**src/rtl/cajero_pkg.sv**
```systemverilog
// Shared types and constants for the parametrised ATM controller.
//   estado_t      : controller state encoding
//   TIPO_DEPOSITO : TIPO_TRANS value selecting a deposit
//   TIPO_RETIRO   : TIPO_TRANS value selecting a withdrawal
package cajero_pkg;

    typedef enum logic [2:0] {
        ESPERA_TARJETA = 3'd0,
        RECIBE_PIN     = 3'd1,
        VERIFICA_PIN   = 3'd2,
        ESPERA_MONTO   = 3'd3,
        FIN            = 3'd4,
        BLOQUEADO      = 3'd5
    } estado_t;

    localparam logic TIPO_DEPOSITO = 1'b0;
    localparam logic TIPO_RETIRO   = 1'b1;

endpackage

```
**src/rtl/cajero_param_if.sv**
```systemverilog
// Card/PIN/amount handshake and result bus of the ATM controller.
// master : stimulus side (drives card, strobes, PIN, amounts; reads results)
// slave  : controller side
// LIMITE_DIARIO_EN adds the LIMITE_EXCEDIDO result pulse.
interface cajero_param_if #(
    parameter int unsigned N_DIGITOS = 4,
    parameter int unsigned MONTO_W   = 32,
    parameter int unsigned BALANCE_W = 64
);
    localparam int unsigned PIN_W = 4 * N_DIGITOS;

    logic                 TARJETA_RECIBIDA;
    logic                 TIPO_TRANS;
    logic                 DIGITO_STB;
    logic [3:0]           DIGITO;
    logic [PIN_W-1:0]     PIN;
    logic                 MONTO_STB;
    logic [MONTO_W-1:0]   MONTO;
    logic [BALANCE_W-1:0] BALANCE_INICIAL;
    logic [BALANCE_W-1:0] BALANCE;
    logic                 BALANCE_ACTUALIZADO;
    logic                 ENTREGAR_DINERO;
    logic                 PIN_INCORRECTO;
    logic                 ADVERTENCIA;
    logic                 BLOQUEO;
    logic                 FONDOS_INSUFICIENTES;

`ifdef LIMITE_DIARIO_EN
    logic                 LIMITE_EXCEDIDO;

    modport master (
        output TARJETA_RECIBIDA, TIPO_TRANS, DIGITO_STB, DIGITO, PIN,
               MONTO_STB, MONTO, BALANCE_INICIAL,
        input  BALANCE, BALANCE_ACTUALIZADO, ENTREGAR_DINERO, PIN_INCORRECTO,
               ADVERTENCIA, BLOQUEO, FONDOS_INSUFICIENTES, LIMITE_EXCEDIDO
    );
    modport slave (
        input  TARJETA_RECIBIDA, TIPO_TRANS, DIGITO_STB, DIGITO, PIN,
               MONTO_STB, MONTO, BALANCE_INICIAL,
        output BALANCE, BALANCE_ACTUALIZADO, ENTREGAR_DINERO, PIN_INCORRECTO,
               ADVERTENCIA, BLOQUEO, FONDOS_INSUFICIENTES, LIMITE_EXCEDIDO
    );
`else
    modport master (
        output TARJETA_RECIBIDA, TIPO_TRANS, DIGITO_STB, DIGITO, PIN,
               MONTO_STB, MONTO, BALANCE_INICIAL,
        input  BALANCE, BALANCE_ACTUALIZADO, ENTREGAR_DINERO, PIN_INCORRECTO,
               ADVERTENCIA, BLOQUEO, FONDOS_INSUFICIENTES
    );
    modport slave (
        input  TARJETA_RECIBIDA, TIPO_TRANS, DIGITO_STB, DIGITO, PIN,
               MONTO_STB, MONTO, BALANCE_INICIAL,
        output BALANCE, BALANCE_ACTUALIZADO, ENTREGAR_DINERO, PIN_INCORRECTO,
               ADVERTENCIA, BLOQUEO, FONDOS_INSUFICIENTES
    );
`endif

endinterface

```
**src/rtl/cajero_pin_captura.sv**
```systemverilog
// PIN digit capture: shift register filled from the LS side plus digit counter.
//   clk, rst    : clock, async active-low reset
//   clr         : clear digits and count (priority over DIGITO_STB)
//   DIGITO_STB  : qualified digit strobe (already gated by the controller)
//   DIGITO      : BCD digit
//   digitos     : captured digits, first digit ends up in the MS nibble
//   completo    : combinational, high on the strobe delivering the last digit
module cajero_pin_captura #(
    parameter int unsigned N_DIGITOS = 4
) (
    input  logic                   clk,
    input  logic                   rst,
    input  logic                   clr,
    input  logic                   DIGITO_STB,
    input  logic [3:0]             DIGITO,
    output logic [4*N_DIGITOS-1:0] digitos,
    output logic                   completo
);
    localparam int unsigned PIN_W = 4 * N_DIGITOS;
    localparam int unsigned CNT_W = $clog2(N_DIGITOS + 1);

    logic [CNT_W-1:0] cuenta;

    // Lets the controller move to verification on the same edge the last digit lands
    assign completo = DIGITO_STB && (cuenta == CNT_W'(N_DIGITOS - 1));

    // Shift register and digit counter
    always_ff @(posedge clk or negedge rst) begin
        if (!rst) begin
            digitos <= '0;
            cuenta  <= '0;
        end else if (clr) begin
            digitos <= '0;
            cuenta  <= '0;
        end else if (DIGITO_STB) begin
            digitos <= PIN_W'({digitos, DIGITO});
            cuenta  <= cuenta + CNT_W'(1);
        end
    end

endmodule

```
**src/rtl/cajero_param.sv**
```systemverilog
// Parametrised ATM transaction controller.
//   clk, rst : clock, async active-low reset
//   bus      : cajero_param_if.slave (card, PIN digits, amount in; balance and
//              result flags out, all registered)
// Build macro LIMITE_DIARIO_EN enables the cumulative withdrawal limit.
module cajero_param
    import cajero_pkg::*;
#(
    parameter int unsigned N_DIGITOS     = 4,
    parameter int unsigned MONTO_W       = 32,
    parameter int unsigned BALANCE_W     = 64,
    parameter int unsigned MAX_INTENTOS  = 3,
    parameter int unsigned LIMITE_RETIRO = 500000
) (
    input  logic           clk,
    input  logic           rst,
    cajero_param_if.slave  bus
);
    localparam int unsigned PIN_W = 4 * N_DIGITOS;
    localparam int unsigned CMP_W = BALANCE_W + 1;
    localparam int unsigned INT_W = $clog2(MAX_INTENTOS + 1);
    localparam int unsigned ACC_W = MONTO_W + 1;
    localparam int unsigned LIM_W = MONTO_W + 2;

    estado_t              estado_q, estado_d;
    logic [BALANCE_W-1:0] balance_q, balance_d;
    logic                 tipo_q, tipo_d;
    logic [INT_W-1:0]     intentos_q, intentos_d;
    logic                 adv_q, adv_d;
    logic                 bloq_q, bloq_d;
    logic                 act_q, act_d;
    logic                 entregar_q, entregar_d;
    logic                 pin_inc_q, pin_inc_d;
    logic                 fondos_q, fondos_d;
    logic                 pend_q, pend_d;
    logic [MONTO_W-1:0]   monto_q, monto_d;

    logic [CMP_W-1:0]     suma;
    logic [INT_W-1:0]     intentos_inc;
    logic                 sin_fondos;
    logic                 clr_c;
    logic                 stb_c;
    logic [PIN_W-1:0]     digitos;
    logic                 completo;

`ifdef LIMITE_DIARIO_EN
    logic [ACC_W-1:0]     acum_q, acum_d;
    logic                 limite_q, limite_d;
    logic [LIM_W-1:0]     acum_suma;
    logic                 excede;
`else
    logic                 unused_limite;
    assign unused_limite = ^{32'(LIMITE_RETIRO), 32'(ACC_W), 32'(LIM_W)};
`endif

    // Digits are only accepted while collecting a PIN with the card present
    assign stb_c = (estado_q == RECIBE_PIN) && bus.TARJETA_RECIBIDA && bus.DIGITO_STB;

    cajero_pin_captura #(
        .N_DIGITOS (N_DIGITOS)
    ) u_pin (
        .clk        (clk),
        .rst        (rst),
        .clr        (clr_c),
        .DIGITO_STB (stb_c),
        .DIGITO     (bus.DIGITO),
        .digitos    (digitos),
        .completo   (completo)
    );

    // Next-state and registered-output logic
    always_comb begin
        estado_d     = estado_q;
        balance_d    = balance_q;
        tipo_d       = tipo_q;
        intentos_d   = intentos_q;
        adv_d        = adv_q;
        bloq_d       = bloq_q;
        act_d        = 1'b0;
        entregar_d   = 1'b0;
        pin_inc_d    = 1'b0;
        fondos_d     = 1'b0;
        pend_d       = pend_q;
        monto_d      = monto_q;
        clr_c        = 1'b0;
        suma         = CMP_W'(balance_q) + CMP_W'(monto_q);
        sin_fondos   = CMP_W'(monto_q) > CMP_W'(balance_q);
        intentos_inc = intentos_q + INT_W'(1);
`ifdef LIMITE_DIARIO_EN
        acum_d       = acum_q;
        limite_d     = 1'b0;
        acum_suma    = LIM_W'(acum_q) + LIM_W'(monto_q);
        excede       = acum_suma > LIM_W'(LIMITE_RETIRO);
`endif

        case (estado_q)
            ESPERA_TARJETA: begin
                if (bus.TARJETA_RECIBIDA) begin
                    balance_d = bus.BALANCE_INICIAL;
                    tipo_d    = bus.TIPO_TRANS;
                    clr_c     = 1'b1;
                    estado_d  = RECIBE_PIN;
                end
            end
            RECIBE_PIN: begin
                if (!bus.TARJETA_RECIBIDA) begin
                    estado_d = ESPERA_TARJETA;
                end else if (completo) begin
                    estado_d = VERIFICA_PIN;
                end
            end
            VERIFICA_PIN: begin
                if (!bus.TARJETA_RECIBIDA) begin
                    estado_d = ESPERA_TARJETA;
                end else if (digitos == bus.PIN) begin
                    intentos_d = '0;
                    adv_d      = 1'b0;
                    estado_d   = ESPERA_MONTO;
                end else begin
                    pin_inc_d  = 1'b1;
                    intentos_d = intentos_inc;
                    if (intentos_inc == INT_W'(MAX_INTENTOS)) begin
                        bloq_d   = 1'b1;
                        estado_d = BLOQUEADO;
                    end else begin
                        if (intentos_inc == INT_W'(MAX_INTENTOS - 1)) begin
                            adv_d = 1'b1;
                        end
                        clr_c    = 1'b1;
                        estado_d = RECIBE_PIN;
                    end
                end
            end
            ESPERA_MONTO: begin
                // Amount is captured on the strobe edge and applied one cycle later;
                // an already accepted amount completes even if the card goes away
                if (pend_q) begin
                    pend_d   = 1'b0;
                    estado_d = FIN;
                    if (tipo_q == TIPO_DEPOSITO) begin
                        balance_d = suma[BALANCE_W] ? '1 : suma[BALANCE_W-1:0];
                        act_d     = 1'b1;
                    end else if (sin_fondos) begin
                        fondos_d = 1'b1;
`ifdef LIMITE_DIARIO_EN
                    end else if (excede) begin
                        limite_d = 1'b1;
`endif
                    end else begin
                        balance_d  = balance_q - BALANCE_W'(monto_q);
                        act_d      = 1'b1;
                        entregar_d = 1'b1;
`ifdef LIMITE_DIARIO_EN
                        acum_d     = ACC_W'(acum_suma);
`endif
                    end
                end else if (!bus.TARJETA_RECIBIDA) begin
                    estado_d = ESPERA_TARJETA;
                end else if (bus.MONTO_STB) begin
                    pend_d  = 1'b1;
                    monto_d = bus.MONTO;
                end
            end
            FIN: begin
                if (!bus.TARJETA_RECIBIDA) begin
                    estado_d = ESPERA_TARJETA;
                end
            end
            BLOQUEADO: begin
                estado_d = BLOQUEADO;
            end
            default: begin
                estado_d = ESPERA_TARJETA;
            end
        endcase
    end

    // State and output registers
    always_ff @(posedge clk or negedge rst) begin
        if (!rst) begin
            estado_q   <= ESPERA_TARJETA;
            balance_q  <= '0;
            tipo_q     <= 1'b0;
            intentos_q <= '0;
            adv_q      <= 1'b0;
            bloq_q     <= 1'b0;
            act_q      <= 1'b0;
            entregar_q <= 1'b0;
            pin_inc_q  <= 1'b0;
            fondos_q   <= 1'b0;
            pend_q     <= 1'b0;
            monto_q    <= '0;
`ifdef LIMITE_DIARIO_EN
            acum_q     <= '0;
            limite_q   <= 1'b0;
`endif
        end else begin
            estado_q   <= estado_d;
            balance_q  <= balance_d;
            tipo_q     <= tipo_d;
            intentos_q <= intentos_d;
            adv_q      <= adv_d;
            bloq_q     <= bloq_d;
            act_q      <= act_d;
            entregar_q <= entregar_d;
            pin_inc_q  <= pin_inc_d;
            fondos_q   <= fondos_d;
            pend_q     <= pend_d;
            monto_q    <= monto_d;
`ifdef LIMITE_DIARIO_EN
            acum_q     <= acum_d;
            limite_q   <= limite_d;
`endif
        end
    end

    assign bus.BALANCE              = balance_q;
    assign bus.BALANCE_ACTUALIZADO  = act_q;
    assign bus.ENTREGAR_DINERO      = entregar_q;
    assign bus.PIN_INCORRECTO       = pin_inc_q;
    assign bus.ADVERTENCIA          = adv_q;
    assign bus.BLOQUEO              = bloq_q;
    assign bus.FONDOS_INSUFICIENTES = fondos_q;
`ifdef LIMITE_DIARIO_EN
    assign bus.LIMITE_EXCEDIDO      = limite_q;
`endif

endmodule

```
**src/flat_wrapper.sv**
```systemverilog
// flat-port wrapper written by rule: the top's interface ports become plain ports
module cajero_param_flat import cajero_pkg::*;
#(
    parameter int unsigned N_DIGITOS     = 4,
    parameter int unsigned MONTO_W       = 32,
    parameter int unsigned BALANCE_W     = 64,
    parameter int unsigned MAX_INTENTOS  = 3,
    parameter int unsigned LIMITE_RETIRO = 500000
)
  (clk, rst, bus_TARJETA_RECIBIDA, bus_TIPO_TRANS, bus_DIGITO_STB, bus_DIGITO, bus_PIN, bus_MONTO_STB, bus_MONTO, bus_BALANCE_INICIAL, bus_BALANCE, bus_BALANCE_ACTUALIZADO, bus_ENTREGAR_DINERO, bus_PIN_INCORRECTO, bus_ADVERTENCIA, bus_BLOQUEO, bus_FONDOS_INSUFICIENTES);
  cajero_param_if #(.N_DIGITOS(N_DIGITOS), .MONTO_W(MONTO_W), .BALANCE_W(BALANCE_W)) bus_i ();
  input  logic clk;
  input  logic rst;
  input wire logic [$bits(bus_i.TARJETA_RECIBIDA)-1:0] bus_TARJETA_RECIBIDA;
  input wire logic [$bits(bus_i.TIPO_TRANS)-1:0] bus_TIPO_TRANS;
  input wire logic [$bits(bus_i.DIGITO_STB)-1:0] bus_DIGITO_STB;
  input wire logic [$bits(bus_i.DIGITO)-1:0] bus_DIGITO;
  input wire logic [$bits(bus_i.PIN)-1:0] bus_PIN;
  input wire logic [$bits(bus_i.MONTO_STB)-1:0] bus_MONTO_STB;
  input wire logic [$bits(bus_i.MONTO)-1:0] bus_MONTO;
  input wire logic [$bits(bus_i.BALANCE_INICIAL)-1:0] bus_BALANCE_INICIAL;
  output wire logic [$bits(bus_i.BALANCE)-1:0] bus_BALANCE;
  output wire logic [$bits(bus_i.BALANCE_ACTUALIZADO)-1:0] bus_BALANCE_ACTUALIZADO;
  output wire logic [$bits(bus_i.ENTREGAR_DINERO)-1:0] bus_ENTREGAR_DINERO;
  output wire logic [$bits(bus_i.PIN_INCORRECTO)-1:0] bus_PIN_INCORRECTO;
  output wire logic [$bits(bus_i.ADVERTENCIA)-1:0] bus_ADVERTENCIA;
  output wire logic [$bits(bus_i.BLOQUEO)-1:0] bus_BLOQUEO;
  output wire logic [$bits(bus_i.FONDOS_INSUFICIENTES)-1:0] bus_FONDOS_INSUFICIENTES;
  assign bus_i.TARJETA_RECIBIDA = bus_TARJETA_RECIBIDA;
  assign bus_i.TIPO_TRANS = bus_TIPO_TRANS;
  assign bus_i.DIGITO_STB = bus_DIGITO_STB;
  assign bus_i.DIGITO = bus_DIGITO;
  assign bus_i.PIN = bus_PIN;
  assign bus_i.MONTO_STB = bus_MONTO_STB;
  assign bus_i.MONTO = bus_MONTO;
  assign bus_i.BALANCE_INICIAL = bus_BALANCE_INICIAL;
  assign bus_BALANCE = bus_i.BALANCE;
  assign bus_BALANCE_ACTUALIZADO = bus_i.BALANCE_ACTUALIZADO;
  assign bus_ENTREGAR_DINERO = bus_i.ENTREGAR_DINERO;
  assign bus_PIN_INCORRECTO = bus_i.PIN_INCORRECTO;
  assign bus_ADVERTENCIA = bus_i.ADVERTENCIA;
  assign bus_BLOQUEO = bus_i.BLOQUEO;
  assign bus_FONDOS_INSUFICIENTES = bus_i.FONDOS_INSUFICIENTES;
  cajero_param #(.N_DIGITOS(N_DIGITOS), .MONTO_W(MONTO_W), .BALANCE_W(BALANCE_W), .MAX_INTENTOS(MAX_INTENTOS), .LIMITE_RETIRO(LIMITE_RETIRO)) u_core (.clk(clk), .rst(rst), .bus(bus_i));
endmodule
```
**config.mk**
```make
export PLATFORM = sky130hd
export DESIGN_NAME = cajero_param_flat
export DESIGN_NICKNAME = d
export VERILOG_FILES = /design/src/rtl/cajero_pkg.sv /design/src/rtl/cajero_param_if.sv /design/src/rtl/cajero_pin_captura.sv /design/src/rtl/cajero_param.sv /design/src/flat_wrapper.sv
export SDC_FILE = /design/constraint.sdc
export NUM_CORES = 1
export LEC_CHECK = 0
export BUFFER_PORTS_ARGS = -buffer_cell sky130_fd_sc_hd__buf_2
export CORE_UTILIZATION = 30
export DETAILED_ROUTE_END_ITERATION = 8
export GPL_TIMING_DRIVEN = 0
export PLACE_DENSITY_LB_ADDON = 0.1
export SYNTH_ARGS = -nofsm -noshare
export SYNTH_HDL_FRONTEND = slang
export SYNTH_SLANG_ARGS = --single-unit
```
**constraint.sdc**
```tcl
create_clock -name clk -period 5.15 [get_ports clk]
set_input_delay 0.515 -clock clk [delete_from_list [all_inputs] [get_ports clk]]
set_output_delay 0.515 -clock clk [all_outputs]
set_load 0.02 [all_outputs]
```
==> flow_metrics.env <==
export IMPL_synth_top_family_by_area="compound AO/OA/AOI/OAI gates"
export IMPL_drv_cap=0
export IMPL_drtPass1Iterations=5
export IMPL_synth_warnings=0
export IMPL_ioPinCount=192
export IMPL_violations="negative hold slack"
export IMPL_synth_distinct_cells=83
export IMPL_crit_reg2reg_capture="u_core.bus.BALANCE[58]$_DFFE_PN0P_"
export IMPL_post_synth_cell_area_avg_um2=7.62
export IMPL_min_path_type="in2async"
export IMPL_grt_max_degree=83
export IMPL_critPathTopFamily="compound AO/OA/AOI/OAI gates"
export IMPL_dieArea_um2=36900
export IMPL_status="finished, violations left"
export IMPL_path_cells="ha_1 -> clkbuf_1 -> inv_1 -> a21oi_1 -> o31ai_1 -> a31oi_1 -> o211ai_1 -> nand3_2 -> nand2_1 -> clkbuf_1 -> o21ai_0 -> a22oi_1"
export IMPL_leakagePower_nw=5.55
export IMPL_synthCells=1422
export IMPL_synth_compound_area_share_pct=28.7
export IMPL_crit_slowest_cell="clkbuf_1"
export IMPL_holdWs_ns=-0.0136
export IMPL_post_drt_wl_per_cell_um=22.6
export IMPL_area_delta_synth_final_pct=20.2
export IMPL_cts_max_level=4
export IMPL_numClockSinks=128
export IMPL_cpMostUsedCell="clkbuf_1"
export IMPL_synth_edff_count=0
export IMPL_cts_hold_buf=0
export IMPL_grt_pass1_wl_um=71500
export IMPL_n_fill_cell=3860
export IMPL_post_cts_buffers=0
export IMPL_hold_viol_final=7
export IMPL_final_max_slew_violation_count=0
export IMPL_cp_startpoint="u_core.bus.BALANCE[17]$_DFFE_PN0P_"
export IMPL_rows=69
export IMPL_antenna_found_initial=1
export IMPL_synthXorXnorAreaFrac_pct=4.45
export IMPL_die_h_um=192
export IMPL_wl_um=47700
export IMPL_synthFlopType="dfrtp_1"
export IMPL_cts_tree="done"
export IMPL_crit_buf_inv=3
export IMPL_synth_cell_area_um2=10800
export IMPL_critical_path_max_fanout=10
export IMPL_critPathKind="reg2reg"
export IMPL_power_density_nw_per_um2=800
export IMPL_fmax_mhz=216
export IMPL_maxSlewHeadroom_pct=8.04
export IMPL_slowest_delay_ns=0.67
export IMPL_fin_tns_setup_ns=0
export IMPL_final_cell_mix="buf_2, nand2_1, a21oi_1, dfrtp_1, o21ai_0"
export IMPL_start_util_pct=30.5
export IMPL_ys_seq_area_share_pct=29.6
export IMPL_r2r_slack_ns=0.52
export IMPL_final_layout_size_suffix_gt1_share_pct=16.7
export IMPL_total_power_mw=10.4
export IMPL_setup_viol=0
export IMPL_clkTransAtPathRegs_ns=0.07
export IMPL_clock_tree_buffer_depth=2
export IMPL_coreArea_um2=35600
export IMPL_tightest_slew_ns=1.37
export IMPL_mostFrequentLayoutCell="buf_2"
export IMPL_cts_root_buffer="clkbuf_16"
export IMPL_drt_iter0_markers=952
export IMPL_grtUsageTotal_pct=26.2
export IMPL_period_share_pct=89.9
export IMPL_setup_worst_path_start_class="flip-flop"
export IMPL_vias=11800
export IMPL_nNetsFinal=1826
export IMPL_r2r_start="u_core.bus.BALANCE[17]$_DFFE_PN0P_"
export IMPL_post_route_drc_count=0
export IMPL_port_buffers=191
export IMPL_synthArstFlopShare_pct=100
export IMPL_synth_simple_area_share_pct=22.3
export IMPL_skew_ns=0.0175
export IMPL_grt_pass1_vias=11700
export IMPL_ir_drop_v=0.000301
export IMPL_synth_nets=1614
export IMPL_rsz0062_at_grt="false"
export IMPL_synthMuxAreaShare_pct=0.393
export IMPL_viasPerCell=5.58
export IMPL_hpwl_um=36900
export IMPL_die_x_um=192
export IMPL_ff2ff_path_depth=12
export IMPL_period_needed_ns=4.63
export IMPL_cp_arrival_ns=4.99
export IMPL_cts_resized=0
export IMPL_synth_seq_cells=128
export IMPL_grt_overflow_total=0
export IMPL_diodes=0
export IMPL_synthAdderAreaFrac_pct=8.22
export IMPL_drtAntennaViolNets=0
export IMPL_required_ns=5.51
export IMPL_cts_buffers=17
export IMPL_end_kind="flip-flop"
export IMPL_clk_latency_ns=0.46
export IMPL_gp_congestion=0.955
[worst max-delay path by stage]
stage,to,depth (start not counted)
floorplan,u_core.bus.BALANCE[62]$_DFFE_PN0P_,14
global placement,u_core.bus.BALANCE[57]$_DFFE_PN0P_,12
detailed placement,u_core.bus.BALANCE[58]$_DFFE_PN0P_,12
CTS,u_core.bus.BALANCE[46]$_DFFE_PN0P_,12
global route,u_core.bus.BALANCE[54]$_DFFE_PN0P_,12
finish,u_core.bus.BALANCE[58]$_DFFE_PN0P_,12
[report_power, final]
group	switching, mW	total, mW	leakage, nW	internal [mW]
Combinational	4.77	7.15	3.73	2.38
Sequential	0.507	1.94	1.53	1.43
Clock	0.555	1.33	0.298	0.771
[per-stage QoR]
stage / instance area (um^2) / cells / setup WS, ns / util (%)
finish: 13000 / 2108 / 0.522 / 36.6
global route: 13000 / 2108 / 0.161 / 36.6
CTS: 13000 / 2108 / 0.637 / 36.6
detailed placement: 12400 / 2076 / 0.696 / 34.9
global placement: 12400 / 2074 / 0.699 / 34.8
floorplan: 10800 / 1422 / 1.83 / -
[sequential cells by signal, indices dropped and copies added, names as in the netlist, 2 cells and up]
name                  count
u_core.u_pin.cuenta       3
u_core.u_pin.digitos     16
u_core.estado_q           3
u_core.monto_q           32
u_core.bus.BALANCE       64
u_core.intentos_q         2
[cell usage after synthesis, types with 7 or more instances]
cell       number  share of area, %
a2111oi_0       8              0.65
a211oi_1       11              0.76
a21o_1         15               1.0
a21oi_1       133               6.1
a2bb2oi_1      15               1.2
a31oi_1        26               1.5
and3_1         13              0.75
buf_2          22               1.0
clkbuf_1       62               2.1
dfrtp_1       128                30
ha_1           68               7.9
inv_1          79               2.7
nand2_1       198               6.9
nand2b_1       14              0.81
nand3_1        47               2.2
nand4_1        25               1.4
nor2_1         92               3.2
nor2b_1        14              0.81
nor3_1         37               1.7
nor4_1         14              0.81
o211ai_1       11              0.76
o21a_1         12              0.83
o21ai_0       119               5.5
o21bai_1        7              0.49
o221ai_1       10              0.81
o22ai_1        31               1.8
o31ai_1        15               1.0
or3_1          15              0.87
or4_1           8              0.55
xnor2_1        51               4.1
[logic make-up (layout without fill, tap and decap cells)]
| kind of cell | count (synthesis) | in the layout |
|---|---|---|
| AOI/OAI and AO/OA | 487 | 487 |
| and+or+nand+nor | 507 | 507 |
| muxes | 4 | 4 |
| adders and majority gates | 70 | 70 |
| DFF | 128 | 128 |
| buffers and inverters | 171 | 396 |
| xor gates and xnor gates | 55 | 55 |
[routing by layer]
layer	GRT usage [%]	vias to the layer above	wire length (um)
met1	36.4	5681	22200
met4	9.63	0	1260
met3	4.70	64	3190
met2	40.2	438	21100
met5	0	-	0
li1	-	5589	-
[final cells by class]
cell class              count  area [um^2]  share of cell area (%)
multi-input cells        1123         6950                    53.3
flip-flops and latches    128         3200                    24.6
repair buffers            193         1000                    7.68
well taps                 461          577                    4.43
clock buffers              18          429                    3.29
plain buffers              90          385                    2.96
inverters                  81          304                    2.33
clock inverters            14          180                    1.38
Power figures use the tool's default switching activity.
